**src/rtl/prog_sequencer.sv**
```systemverilog
// Multi-cycle fetch/execute controller: owns the PC, gates RegWrite/MemWrite once per instruction.
// ALU/store/branch take FETCH+EXEC (2 cycles); loads add LOAD_WB (3 cycles); Start/Done handshake.
module prog_sequencer #(
  parameter int unsigned PC_W              = 10,
  parameter int unsigned LUT_W             = 2,
  parameter logic [PC_W-1:0] START_PC      = '0
) (
  input  logic             Clk,
  input  logic             Reset,
  input  logic             start,
  input  logic             halt,
  input  logic             branch,
  input  logic             taken,
  input  logic [LUT_W-1:0] how_high,
  input  logic [PC_W-1:0]  lut_target,
  input  logic             mem_to_reg,
  input  logic             mem_write,
  output logic [LUT_W-1:0] lut_idx,
  output logic [PC_W-1:0]  pc,
  output logic             instr_valid,
  output logic             reg_we_gate,
  output logic             mem_we_gate,
  output logic             busy,
  output logic             done
);

  typedef enum logic [2:0] {
    S_IDLE    = 3'd0,
    S_FETCH   = 3'd1,
    S_EXEC    = 3'd2,
    S_LOAD_WB = 3'd3,
    S_HALT    = 3'd4
  } state_t;

  state_t          state_q, state_d;
  logic [PC_W-1:0] pc_q, pc_d;
  logic            done_q, done_d;

  always_ff @(posedge Clk or negedge Reset) begin
    if (!Reset) begin
      state_q <= S_IDLE;
      pc_q    <= START_PC;
      done_q  <= 1'b0;
    end else begin
      state_q <= state_d;
      pc_q    <= pc_d;
      done_q  <= done_d;
    end
  end

  // Decoder inputs are only looked at in EXEC so X elsewhere cannot leak into state or gates.
  always_comb begin
    state_d     = state_q;
    pc_d        = pc_q;
    done_d      = done_q;
    instr_valid = 1'b0;
    reg_we_gate = 1'b0;
    mem_we_gate = 1'b0;
    unique case (state_q)
      S_IDLE: begin
        if (start) begin
          state_d = S_FETCH;
          pc_d    = START_PC;
        end
      end
      S_FETCH: begin
        instr_valid = 1'b1;
        state_d     = S_EXEC;
      end
      S_EXEC: begin
        if (halt) begin
          state_d = S_HALT;
          done_d  = 1'b1;
        end else if (mem_to_reg) begin
          state_d = S_LOAD_WB;
        end else begin
          reg_we_gate = 1'b1;
          mem_we_gate = mem_write;
          pc_d        = (branch && taken) ? lut_target : pc_q + PC_W'(1);
          state_d     = S_FETCH;
        end
      end
      S_LOAD_WB: begin
        reg_we_gate = 1'b1;
        pc_d        = pc_q + PC_W'(1);
        state_d     = S_FETCH;
      end
      S_HALT: begin
        if (start) begin
          state_d = S_FETCH;
          pc_d    = START_PC;
          done_d  = 1'b0;
        end
      end
      default: begin
        state_d = S_IDLE;
        pc_d    = START_PC;
        done_d  = 1'b0;
      end
    endcase
  end

  assign lut_idx = how_high;
  assign pc      = pc_q;
  assign done    = done_q;
  assign busy    = (state_q == S_FETCH) || (state_q == S_EXEC) || (state_q == S_LOAD_WB);

endmodule

```
**config.mk**
```make
export PLATFORM = sky130hd
export DESIGN_NAME = prog_sequencer
export DESIGN_NICKNAME = d
export VERILOG_FILES = /design/src/rtl/prog_sequencer.sv
export SDC_FILE = /design/constraint.sdc
export NUM_CORES = 1
export LEC_CHECK = 0
export BUFFER_PORTS_ARGS = -buffer_cell sky130_fd_sc_hd__buf_2
export CORE_UTILIZATION = 50
export CTS_CLUSTER_DIAMETER = 30
export DETAILED_ROUTE_END_ITERATION = 6
export HOLD_SLACK_MARGIN = 0.15
export PLACE_DENSITY = 0.88
export SETUP_SLACK_MARGIN = 0.3
export SLEW_MARGIN = 10
export SYNTH_ARGS = -nofsm -noshare
export SYNTH_HDL_FRONTEND = slang
export SYNTH_SLANG_ARGS = --single-unit
export TNS_END_PERCENT = 1
```
**constraint.sdc**
```tcl
create_clock -name Clk -period 4.3 [get_ports Clk]
set_input_delay 0.86 -clock Clk [delete_from_list [all_inputs] [get_ports Clk]]
set_output_delay 0.86 -clock Clk [all_outputs]
set_load 0.05 [all_outputs]
```
---- Word-level counts from Yosys, hierarchy flattened ----
Cells that the tools add are included.
word-level totals
  input port bits ......................... 20
  bits in registers ....................... 14
  output and inout port bits .............. 17
  word-level logic and storage cells ...... 42
cells by class
  bitwise gates (word level) .............. 2
  equal/unequal tests ..................... 9
  reduce and logical (&&, ||, !) cells .... 8
  mux-type cells .......................... 19
  add/sub/neg operators ................... 1
operators with widths
  kind                                                    count
  two-way mux 10 bit                                      4
  one-hot mux 10 bit (4 select lines)                     1
  one-hot mux 3 bit (4 select lines)                      1
  adder 10 x 1 -> 10 bit (second input constant)          1
  two-way mux 1 bit                                       8
  inequality test 2 bit (second input constant)           4
  equality test 3 x 2 -> 1 bit (second input constant)    2
  two-way mux 3 bit                                       2
  AND reduction 4 bit                                     1
  equality test 3 x 1 -> 1 bit (second input constant)    1
  equality test 3 bit (second input constant)             1
  zero test 3 bit                                         1
  one-hot mux 1 bit (3 select lines)                      1
  AND reduction 3 bit                                     1
  OR reduction 3 bit                                      1
  logical OR 1 bit                                        2
  two-way mux 2 bit                                       1
  inequality test 2 x 1 -> 1 bit (second input constant)  1
  NOT 1 bit                                               2
  one-hot mux 1 bit (2 select lines)                      1
  OR reduction 2 bit                                      1
  logical AND 1 bit                                       1

---- Depth between registers and ports, before layout ----
  depth in word-level cells ............... 5
  gate-level depth with buffers ........... 6
  mapped depth without buffers ............ 5

---- Least setup slack after synthesis ----
OpenSTA, ideal clock, no wires.
  kind .................................... input to output
  start point ............................. in mem_to_reg
  end point ............................... out reg_we_gate
  cell stages on the path ................. 3
  data required time ...................... 3.440 ns
  arrival time ............................ 1.642 ns
  setup slack ............................. 1.798 ns
  buffers on the path ..................... 0
  cell sequence ........................... o21bai_1 -> nand2_1 -> inv_1
on the way
  word-level cells in the longest chain between the ends .. 3
ends and longest elaborated chain
  what                                RTL line  source
  from (decl)                         16        input logic mem_to_reg,
  two-way mux 1 bit                   74        end else if (mem_to_reg) begin
  two-way mux 1 bit                   71        if (halt) begin
  one-hot mux 1 bit (2 select lines)  59        unique case (state_q)
  to (decl)                           21        output logic reg_we_gate,
No other way between the ends.

---- Worst setup path in the final report ----
  start point ............................. in halt
  end point ............................... out reg_we_gate
on the way
  word-level cells in the longest chain between the ends .. 2
ends and longest elaborated chain
  what                                RTL line  source
  from (decl)                         11        input logic halt,
  two-way mux 1 bit                   71
  one-hot mux 1 bit (2 select lines)  59
No other way between the ends.

==> summary.txt <==
Critical path
  – Worst Path Arrival: about 1900 ps
  – Element type at the critical path start: input pin
  – Max FO, Critical Path: 10
  – Worst setup EP type: primary output
  – Critical Path RT: around 3400 ps
  – Critical Setup Path Class: input pin to primary output

Drt
  – Vias: approximately 910
  – M1 WL: 883 um
  – Number of DRC markers in iteration 0: 29
  – Uppermost routed layer: met4
  – Vias/cell: between 5 and 6
  – Met2 WL: slightly below 1 mm
  – Final wirelength: ~2 mm
  – Routed WL per cell: roughly 13 um
  – First-pass iteration count of the detailed router: 4
  – Final ANT Viol Nets: 0
  – DRC errors left: 0
  – Met3 WL: around 120 um

Finish
  – Share of post-route cells with drive strength above 1: 32.06%
  – Number of diodes: 0
  – Post-layout instance area: between 1000 and 1500 um^2
  – Fill count: 151
  – Nets: ~150
  – Fin util: between 60% and 70%
  – Commonest non-fill, non-tap cell in the layout: buf_2
  – Non-filler cells, final: around 160
  – Most frequent cells in the layout: buf_2 (32), dfrtp_1 (14), nor2_1 (11)
  – Syn-to-layout area delta: 19.64%

Clocking
  – Worst-path clk slew: 80 ps
  – Clk sinks: 14
  – Hold Buf Count CTS: 0
  – Clk Latency, worst-skew pair: roughly 270 ps
  – CTS root buf: clkbuf_4
  – CTS Buf Count: 3
  – CTS tree: yes
  – Post-CTS Setup Inserts: 0
  – Post-CTS sizing: 0
  – H-tree depth: 1
  – CTS Buffer Depth: 2

Timing
  – Setup Skew: about 7.2 ps
  – Final-report setup violation count: 0
  – Max_slew headroom: between 70% and 80%
  – TNS Setup: 0 ps
  – RSZ-0062 raised after global routing: false
  – WHS: around 460 ps
  – Tcrit/Tclk final: around two thirds
  – Slew Limit Fails: 0
  – Final Hold Fails: 0
  – Worst-Margin Slew: roughly 360 ps
  – FMAX: ~0.36 GHz
  – Min Tclk post-route: 2787 ps

Die
  – DIE AREA: between 1500 and 2000 um^2
  – Core Box Area: around 1700 um^2
  – Die Span Y: approximately 45 um
  – Width of the die: ~45 um
  – Ports: 37
  – Initial core utilization: between 50% and 60%
  – Rows: 15

Synth
  – Syn nets: between 100 and 150
  – Synthesis-stage register bit count: 14
  – Post-synth EDFFs: 0
  – Prevailing post-synth register cell: dfrtp_1
  – Share of the synthesized area in the top cell type: approximately 38%
  – Seq/Total Area, Yosys: between 30 and 40%
  – Synth Cell Area: between 900 and 1000 um^2
  – Cell taking the most area after synthesis: dfrtp_1
  – Dominant cells by area after synthesis: dfrtp_1 (38%), o2bb2ai_1 (4.8%), nor2_1 (4.5%)
  – Synth Warn #: 0
  – Cells after Synth: roughly 100
  – Asr flop ratio synth: 100.0%
  – Syn avg cell area: 8.930 um^2
  – Synth unique cells: 38

Power
  – Worst vdd ir: 0.3945 mV
  – Leakage: approximately 0.00052 uW
  – Pwr/cell area: between 600 and 700 nW/um^2

Place
  – Placer congestion estimate: 0.7960
  – Post-placement cell area: between 1000 and 1500 um^2
  – Placed Cells: roughly 150
  – I/O Buffers: 32
  – Dpl hpwl: between 1.5 and 2 mm

GRT
  – First-pass GRT wire length: around 3.4 mm
  – GRT Overall Usage: between 20% and 30%
  – Pin count of the biggest net entering global routing: 23
  – Vias in the first global route: ~750
  – Initial antenna violation count: 0
  – Gr ovfl total: 0

Flow run
  – Max Cap Violations: 0

Run status
  – Status: completed

Worst hold path
  – HP Class: input pin to asynchronous set/reset pin
[routing by layer]
layer	up-vias	global-route usage [%]
met4	0	10.30
li1	439	-
met1	426	29.34
met2	36	36.76
met3	4	6.939
met5	-	0
[report_power, final]
part	switching, uW	internal, uW	leakage [uW]	total [uW]
Clock	38.8	51.4	0.0000210	90.2
Combinational	271	114	0.000309	386
Sequential	52.7	166	0.000187	219
[registers in the layout, indices dropped and copies added (netlist names)]
register,count
done,1
pc,10
state_q,3
[per-stage QoR]
step	total power [uW]	setup slack, ps
floorplan	531.1	1798
global placement	593.2	1602
detailed placement	604.6	1554
CTS	697.0	1554
global route	740.3	1443
finish	694.7	1513
[cells in the mapped netlist, types with 2 or more instances]
cell	instances
a21oi_1	6
a22oi_1	5
and3_1	2
and4_1	2
buf_2	3
buf_4	3
dfrtp_1	14
inv_1	3
nand2_1	6
nand2b_1	2
nand3_1	2
nor2_1	11
nor3_1	2
nor3b_1	2
nor4_1	2
o21ai_0	6
o21ai_1	5
o2bb2ai_1	5
o31ai_1	2
[cells by family after synthesis]
group / after synthesis / synth area share (%)
AOI/OAI and AO/OA: 37 / 27.61
and+or+nand+nor: 37 / 23.21
DFF: 14 / 38.46
buffers and inverters: 11 / 7.004
muxes: 2 / 2.335
adders and majority gates: 1 / 1.373
[path summary, 6_finish.rpt]
kind,slack (ps),depth (start not counted),end,startpoint
worst min-delay path,460,1,pc[6],Reset
worst max-delay path,1510,5,reg_we_gate,halt
worst max register to register,2720,4,pc[3],state_q[0]
worst min register to register,550,2,done,done
max in group asynchronous,3600,1,pc[3],Reset
min in group Clk,550,2,done,done
[final cells by class]
cell class	instances	area [um^2]	area share, %
Clock buffer	4	36.28	3.329
Timing Repair Buffer	32	160.2	14.70
Multi-Input combinational cell	77	496.7	45.58
Inverter	4	15.01	1.378
Tap cell	25	31.28	2.870
Sequential cell	14	350.3	32.15
[critical path: stages]
cell and delay [ps]:
buf_2 130, o21bai_1 270, nand2_1 310, inv_1 100, buf_2 260
Power figures use the tool's default switching activity.
